File: config.mk
export PLATFORM = sky130hd
export DESIGN_NAME = systolic_result_drain_flat
export DESIGN_NICKNAME = d
export VERILOG_FILES = /design/src/rtl/systolic_result_drain_if.sv /design/src/rtl/systolic_result_drain.sv /design/src/flat_wrapper.sv
export SDC_FILE = /design/constraint.sdc
export NUM_CORES = 2
export LEC_CHECK = 0
export ABC_AREA = 1
export CORE_AREA = 2 2 631 633
export DETAILED_ROUTE_END_ITERATION = 10
export DIE_AREA = 0 0 633 635
export MAX_ROUTING_LAYER = met4
export PLACE_DENSITY = 0.45
export SYNTH_ARGS = -nofsm -noshare
export SYNTH_HDL_FRONTEND = slang
export SYNTH_SLANG_ARGS = --single-unit
File: constraint.sdc
create_clock -name clk -period 4.1 [get_ports clk]
set_input_delay 1.23 -clock clk [delete_from_list [all_inputs] [get_ports clk]]
set_output_delay 1.23 -clock clk [all_outputs]
set_load 0.1 [all_outputs]
File: src/rtl/systolic_result_drain_if.sv
// Output beat bus of the systolic result drain.
//   m_valid / m_ready : valid/ready handshake, beat transfers when both high
//   m_data            : raw signed result element
//   m_pixel           : scaled, clamped 8-bit pixel of m_data
//   m_row / m_col     : matrix coordinates of the current beat
//   m_last            : marks the final element (N-1, N-1) of a frame
interface systolic_result_drain_if #(
  parameter int DATA_W = 16,
  parameter int IDX_W  = 4
);
  logic                     m_valid;
  logic                     m_ready;
  logic signed [DATA_W-1:0] m_data;
  logic [7:0]               m_pixel;
  logic [IDX_W-1:0]         m_row;
  logic [IDX_W-1:0]         m_col;
  logic                     m_last;

  modport master (
    output m_valid, m_data, m_pixel, m_row, m_col, m_last,
    input  m_ready
  );

  modport slave (
    input  m_valid, m_data, m_pixel, m_row, m_col, m_last,
    output m_ready
  );
endinterface

File: src/rtl/systolic_result_drain.sv
// Output-side reader for the weight-stationary systolic array.
// Detects the rising edge of the array's done strobe, snapshots the N x N
// signed result matrix after CAPTURE_DELAY cycles, then streams it row-major,
// one element per valid/ready handshake, with a scaled 8-bit pixel per beat.
// Ports:
//   clk, rst_n      : clock, asynchronous active-low reset
//   arr_done_i      : done level from the array
//   arr_result_i    : parallel result matrix [row][col]
//   m               : beat bus (master side)
//   busy            : high whenever the FSM is not idle
//   overrun         : sticky, a new result arrived mid-stream and was dropped
//   clear_overrun   : synchronous clear of overrun (a same-cycle set wins)
module systolic_result_drain #(
  parameter int N             = 10,
  parameter int DATA_W        = 16,
  parameter int SHIFT         = 7,
  parameter int CAPTURE_DELAY = 1,
  parameter int IDX_W         = $clog2(N)
) (
  input  logic                               clk,
  input  logic                               rst_n,
  input  logic                               arr_done_i,
  input  logic [N-1:0][N-1:0][DATA_W-1:0]    arr_result_i,
  systolic_result_drain_if.master            m,
  output logic                               busy,
  output logic                               overrun,
  input  logic                               clear_overrun
);

  typedef enum logic [1:0] {
    S_IDLE,
    S_WAIT,
    S_STREAM
  } state_t;

  localparam logic [IDX_W-1:0] LAST_IDX = IDX_W'(N - 1);
  localparam logic [1:0]       CNT_LOAD = 2'((CAPTURE_DELAY == 0) ? 0 : CAPTURE_DELAY - 1);

  state_t                          state_q, state_d;
  logic                            done_q;
  logic [1:0]                      cnt_q, cnt_d;
  logic [IDX_W-1:0]                row_q, row_d;
  logic [IDX_W-1:0]                col_q, col_d;
  logic                            overrun_q, overrun_d;
  logic [N-1:0][N-1:0][DATA_W-1:0] snap_q, snap_d;

  logic                     rise;
  logic                     valid;
  logic                     fire;
  logic                     at_last;
  logic                     capture;
  logic                     start_frame;
  logic                     overrun_set;
  logic signed [DATA_W-1:0] elem;
  logic signed [DATA_W-1:0] shifted;
  logic [7:0]               pixel;

  assign rise    = arr_done_i && !done_q;
  assign valid   = (state_q == S_STREAM);
  assign fire    = valid && m.m_ready;
  assign at_last = (row_q == LAST_IDX) && (col_q == LAST_IDX);

  always_comb begin
    state_d     = state_q;
    cnt_d       = cnt_q;
    row_d       = row_q;
    col_d       = col_q;
    capture     = 1'b0;
    start_frame = 1'b0;
    overrun_set = 1'b0;

    case (state_q)
      S_IDLE: begin
        start_frame = rise;
      end
      S_WAIT: begin
        // Edges seen while waiting belong to the frame already being captured.
        if (cnt_q == 2'd0) begin
          capture = 1'b1;
          state_d = S_STREAM;
          row_d   = '0;
          col_d   = '0;
        end else begin
          cnt_d = cnt_q - 2'd1;
        end
      end
      S_STREAM: begin
        if (fire) begin
          if (at_last) begin
            row_d       = '0;
            col_d       = '0;
            state_d     = S_IDLE;
            // An edge coinciding with the final transfer starts the next frame.
            start_frame = rise;
          end else if (col_q == LAST_IDX) begin
            col_d = '0;
            row_d = row_q + 1'b1;
          end else begin
            col_d = col_q + 1'b1;
          end
        end
        overrun_set = rise && !(fire && at_last);
      end
      default: begin
        state_d = S_IDLE;
      end
    endcase

    if (start_frame) begin
      row_d = '0;
      col_d = '0;
      if (CAPTURE_DELAY == 0) begin
        capture = 1'b1;
        state_d = S_STREAM;
      end else begin
        cnt_d   = CNT_LOAD;
        state_d = S_WAIT;
      end
    end
  end

  always_comb begin
    snap_d    = capture ? arr_result_i : snap_q;
    overrun_d = overrun_set || (overrun_q && !clear_overrun);
  end

  always_ff @(posedge clk or negedge rst_n) begin
    if (!rst_n) begin
      state_q   <= S_IDLE;
      done_q    <= 1'b0;
      cnt_q     <= '0;
      row_q     <= '0;
      col_q     <= '0;
      overrun_q <= 1'b0;
      snap_q    <= '0;
    end else begin
      state_q   <= state_d;
      done_q    <= arr_done_i;
      cnt_q     <= cnt_d;
      row_q     <= row_d;
      col_q     <= col_d;
      overrun_q <= overrun_d;
      snap_q    <= snap_d;
    end
  end

  // Pixel: arithmetic shift keeps the sign so negatives clamp to 0.
  always_comb begin
    elem    = $signed(snap_q[row_q][col_q]);
    shifted = elem >>> SHIFT;
    if (shifted[DATA_W-1]) begin
      pixel = 8'd0;
    end else if (shifted > $signed(DATA_W'(255))) begin
      pixel = 8'd255;
    end else begin
      pixel = shifted[7:0];
    end
  end

  assign m.m_valid = valid;
  assign m.m_data  = elem;
  assign m.m_pixel = pixel;
  assign m.m_row   = row_q;
  assign m.m_col   = col_q;
  assign m.m_last  = valid && at_last;
  assign busy      = (state_q != S_IDLE);
  assign overrun   = overrun_q;

endmodule

File: src/flat_wrapper.sv
// flat-port wrapper written by rule: the top's interface ports become plain ports
module systolic_result_drain_flat 
#(
  parameter int N             = 10,
  parameter int DATA_W        = 16,
  parameter int SHIFT         = 7,
  parameter int CAPTURE_DELAY = 1,
  parameter int IDX_W         = $clog2(N)
)
  (clk, rst_n, arr_done_i, arr_result_i, busy, overrun, clear_overrun, m_m_valid, m_m_data, m_m_pixel, m_m_row, m_m_col, m_m_last, m_m_ready);
  systolic_result_drain_if #(.DATA_W(DATA_W), .IDX_W(IDX_W)) m_i ();
  input  logic clk;
  input  logic rst_n;
  input  logic arr_done_i;
  input  logic [N-1:0][N-1:0][DATA_W-1:0] arr_result_i;
  output logic busy;
  output logic overrun;
  input  logic clear_overrun;
  output wire logic [$bits(m_i.m_valid)-1:0] m_m_valid;
  output wire logic [$bits(m_i.m_data)-1:0] m_m_data;
  output wire logic [$bits(m_i.m_pixel)-1:0] m_m_pixel;
  output wire logic [$bits(m_i.m_row)-1:0] m_m_row;
  output wire logic [$bits(m_i.m_col)-1:0] m_m_col;
  output wire logic [$bits(m_i.m_last)-1:0] m_m_last;
  input wire logic [$bits(m_i.m_ready)-1:0] m_m_ready;
  assign m_m_valid = m_i.m_valid;
  assign m_m_data = m_i.m_data;
  assign m_m_pixel = m_i.m_pixel;
  assign m_m_row = m_i.m_row;
  assign m_m_col = m_i.m_col;
  assign m_m_last = m_i.m_last;
  assign m_i.m_ready = m_m_ready;
  systolic_result_drain #(.N(N), .DATA_W(DATA_W), .SHIFT(SHIFT), .CAPTURE_DELAY(CAPTURE_DELAY), .IDX_W(IDX_W)) u_core (.clk(clk), .rst_n(rst_n), .arr_done_i(arr_done_i), .arr_result_i(arr_result_i), .m(m_i), .busy(busy), .overrun(overrun), .clear_overrun(clear_overrun));
endmodule
==> impl_metrics.env <==
export IMPL_clock_sinks=1614
export IMPL_core_um2=395000
export IMPL_drive_above_1_share=0.109
export IMPL_synth_seq_cells=1614
export IMPL_nets=13416
export IMPL_synth_nets=11524
export IMPL_setup_viol=25
export IMPL_postLayoutCoreUtil=0.287
export IMPL_synth_edf_count=0
export IMPL_post_synth_top_count_cell="nand2_1"
export IMPL_max_slew_margin=0.170
export IMPL_worstPathRequired_ns=2.87
export IMPL_die_x_um=633
export IMPL_gr_total_overflow=0
export IMPL_fin_cells=17393
export IMPL_clk_insertion_delay_late_ns=0.93
export IMPL_drtIter0Drc=7022
export IMPL_pwr_share_comb=0.505
export IMPL_fmax_mhz=189
export IMPL_swShare=0.448
export IMPL_area_growth_pct=48.7
export IMPL_post_place_ws_ns=-1.23
export IMPL_grt_max_degree=190
export IMPL_yosysWarnings=0
export IMPL_std_cell_rows=231
export IMPL_io_buffers=1640
export IMPL_tritoncts_num_buffers=206
export IMPL_initial_core_util=0.193
export IMPL_dr_total_vias=75779
export IMPL_violations="negative setup slack"
export IMPL_p_total_mw=92.4
export IMPL_grt_usage=0.239
export IMPL_finalCritPeriodShare=1.29
export IMPL_start_kind="flop"
export IMPL_cts_root_buf="clkbuf_16"
export IMPL_nFillCells=42937
export IMPL_maxSlewViolCount=0
export IMPL_post_drt_wl_per_cell_um=27.8
export IMPL_ir_worst_vdd_v=0.00179
export IMPL_path_class="flop to output pin"
export IMPL_dp_cells=16828
export IMPL_r2r_start="u_core.m.m_row[0]"
export IMPL_startpoint="u_core.m.m_row[0]"
export IMPL_worstPathArrival_ns=4.05
export IMPL_min_path_type="primary input to async pin"
export IMPL_fin_worst_skew_ns=0.0479
export IMPL_endpoint_kind="output pin"
export IMPL_tightest_slew_ns=1.25
export IMPL_holdBufCountCts=0
export IMPL_power_density_nw_per_um2=817
export IMPL_gp_congestion=0.940
export IMPL_period_needed_ns=5.28
export IMPL_first_pass_iters=6
export IMPL_antenna_found_initial=296
export IMPL_syn_area_um2=76100
export IMPL_maxCapViolations=0
export IMPL_fin_setup_tns_ns=-24.90
export IMPL_synthArstFlopShare=1.00
export IMPL_synthFlopType="dfrtp_1"
export IMPL_post_synth_top_area_cell="dfrtp_1"
export IMPL_hpwl_um=391000
export IMPL_drt_wl_total_um=483000
export IMPL_clkTransAtPathRegs_ns=0.06
export IMPL_clock_path_buffers=4
export IMPL_outcome="finished with violations"
export IMPL_dieArea_um2=402000
export IMPL_hold_slack_ns=0.203
export IMPL_internal_power_mw=51.0
export IMPL_p_leak_nw=50.9
export IMPL_die_h_um=635
export IMPL_first_global_vias=74329
export IMPL_cts_htree_levels=4
export IMPL_finalHoldViolCount=0
export IMPL_syn_inst=9916
export IMPL_synth_area_top_cells="dfrtp_1, nand2_1, o21ai_0"
export IMPL_pin_count=1641
export IMPL_cts_tree="built"
export IMPL_placed_area_um2=104000
export IMPL_synth_seq_area_share=0.531
export IMPL_ant_nets=0
export IMPL_yosys_area_top_type_share=0.531
export IMPL_synth_common_cells="nand2_1, dfrtp_1, o21ai_0, inv_1, nand3_1"
export IMPL_power_frac_seq=0.290
export IMPL_grt_pass1_wl_um=642000
export IMPL_drc_errors=0
export IMPL_yosysUniqueCellTypes=30
export IMPL_final_area_um2=113000
export IMPL_syn_area_per_cell_um2=7.68
export IMPL_crit_fanout=37
export IMPL_fin_ws_ns=-1.18
export IMPL_via_per_inst=4.36
export IMPL_p_sw_mw=41.4
export IMPL_rsz0062_at_grt="yes"
export IMPL_power_frac_clock=0.205
[power groups by stage]
stage	registers (mW)	logic (mW)	clock network [mW]
after floorplan	25.9	20.9	0
after global placement	26.9	45.3	0
after detailed placement	27.0	45.4	0
after CTS	26.7	46.8	19.4
after global routing	27.5	50.8	20.0
final	26.8	46.7	18.9
[cells by family after synthesis]
family	after synthesis	share of synthesized area
compound gates	2059	0.142
xor+xnor	2	0.000230
fa+ha+maj	3	0.000493
buf+inv	1633	0.0879
flops	1614	0.531
simple gates	4605	0.239
[path summary, 6_finish.rpt]
kind | endpoint | slack (ns) | cells after the start
worst max-delay path | m_m_data[4] | -1.18 | 13
worst min-delay path | u_core.snap_q[907] | 0.20 | 1
worst max register to register | u_core.m.m_row[0] | 1.00 | 13
worst min register to register | u_core.snap_q[659] | 0.47 | 2
max in group asynchronous | u_core.snap_q[1168] | 2.62 | 2
min in group clk | u_core.snap_q[659] | 0.47 | 2
[critical path, cell delays in order (launching register included)]
cell	delay, ns
dfrtp_4	0.50
buf_16	0.19
buf_16	0.20
buf_12	0.18
o211ai_1	0.21
nand3_1	0.27
nand3_2	0.20
o21ai_1	0.11
a21oi_1	0.15
nand4_1	0.33
buf_4	0.27
nand2_2	0.14
nand2_1	0.12
buf_12	0.19
[cells in the final DEF, fill, tap and decap left out, drive strengths merged, types with 40 or more instances in the layout]
cell type      synthesis  final
a21oi                429    429
buf                  326    765
clkbuf               366    304
clkdlybuf4s50          0   1604
clkinv                 0     40
dfrtp               1614   1614
diode                  0    184
inv                  941    949
nand2               3866   3867
nand3                644    644
nor2                  82     82
o211ai               191    191
o21ai               1419   1419
[state kept, by name, indices dropped and copies added, names as in the netlist]
| signal | flops |
|---|---|
| u_core.snap_q | 1600 |
| u_core.cnt_q | 2 |
| u_core.m.m_row | 4 |
| u_core.done_q | 1 |
| u_core.overrun | 1 |
| u_core.state_q | 2 |
| u_core.m.m_col | 4 |
[cell type report]
class,count,area (um^2),share of cell area
Clock buffer,300,5960,0.0526
Timing Repair Buffer,2375,25200,0.223
Multi-Input combinational cell,6670,30100,0.266
Tap cell,5242,6560,0.0580
Antenna cell,184,460,0.00407
Sequential cell,1614,40400,0.357
Inverter,941,3570,0.0316
Clock inverter,67,958,0.00847
[layer usage]
layer  GRT usage  share of wire
met1       0.320           0.45
met2       0.354           0.44
met3      0.0400          0.058
met4       0.105          0.045
met5           -              0
[repair_timing]
| action | in CTS | in global routing |
|---|---|---|
| hold endpoints to repair | 0 | 0 |
| cloned | 3 | 4 |
| setup endpoints to repair | 25 | 25 |
| buffers inserted | 6 | 2 |
| pin swaps | 22 | 22 |
| gates resized for setup | 253 | 103 |
No activity file was read; power rests on OpenSTA's default activity.
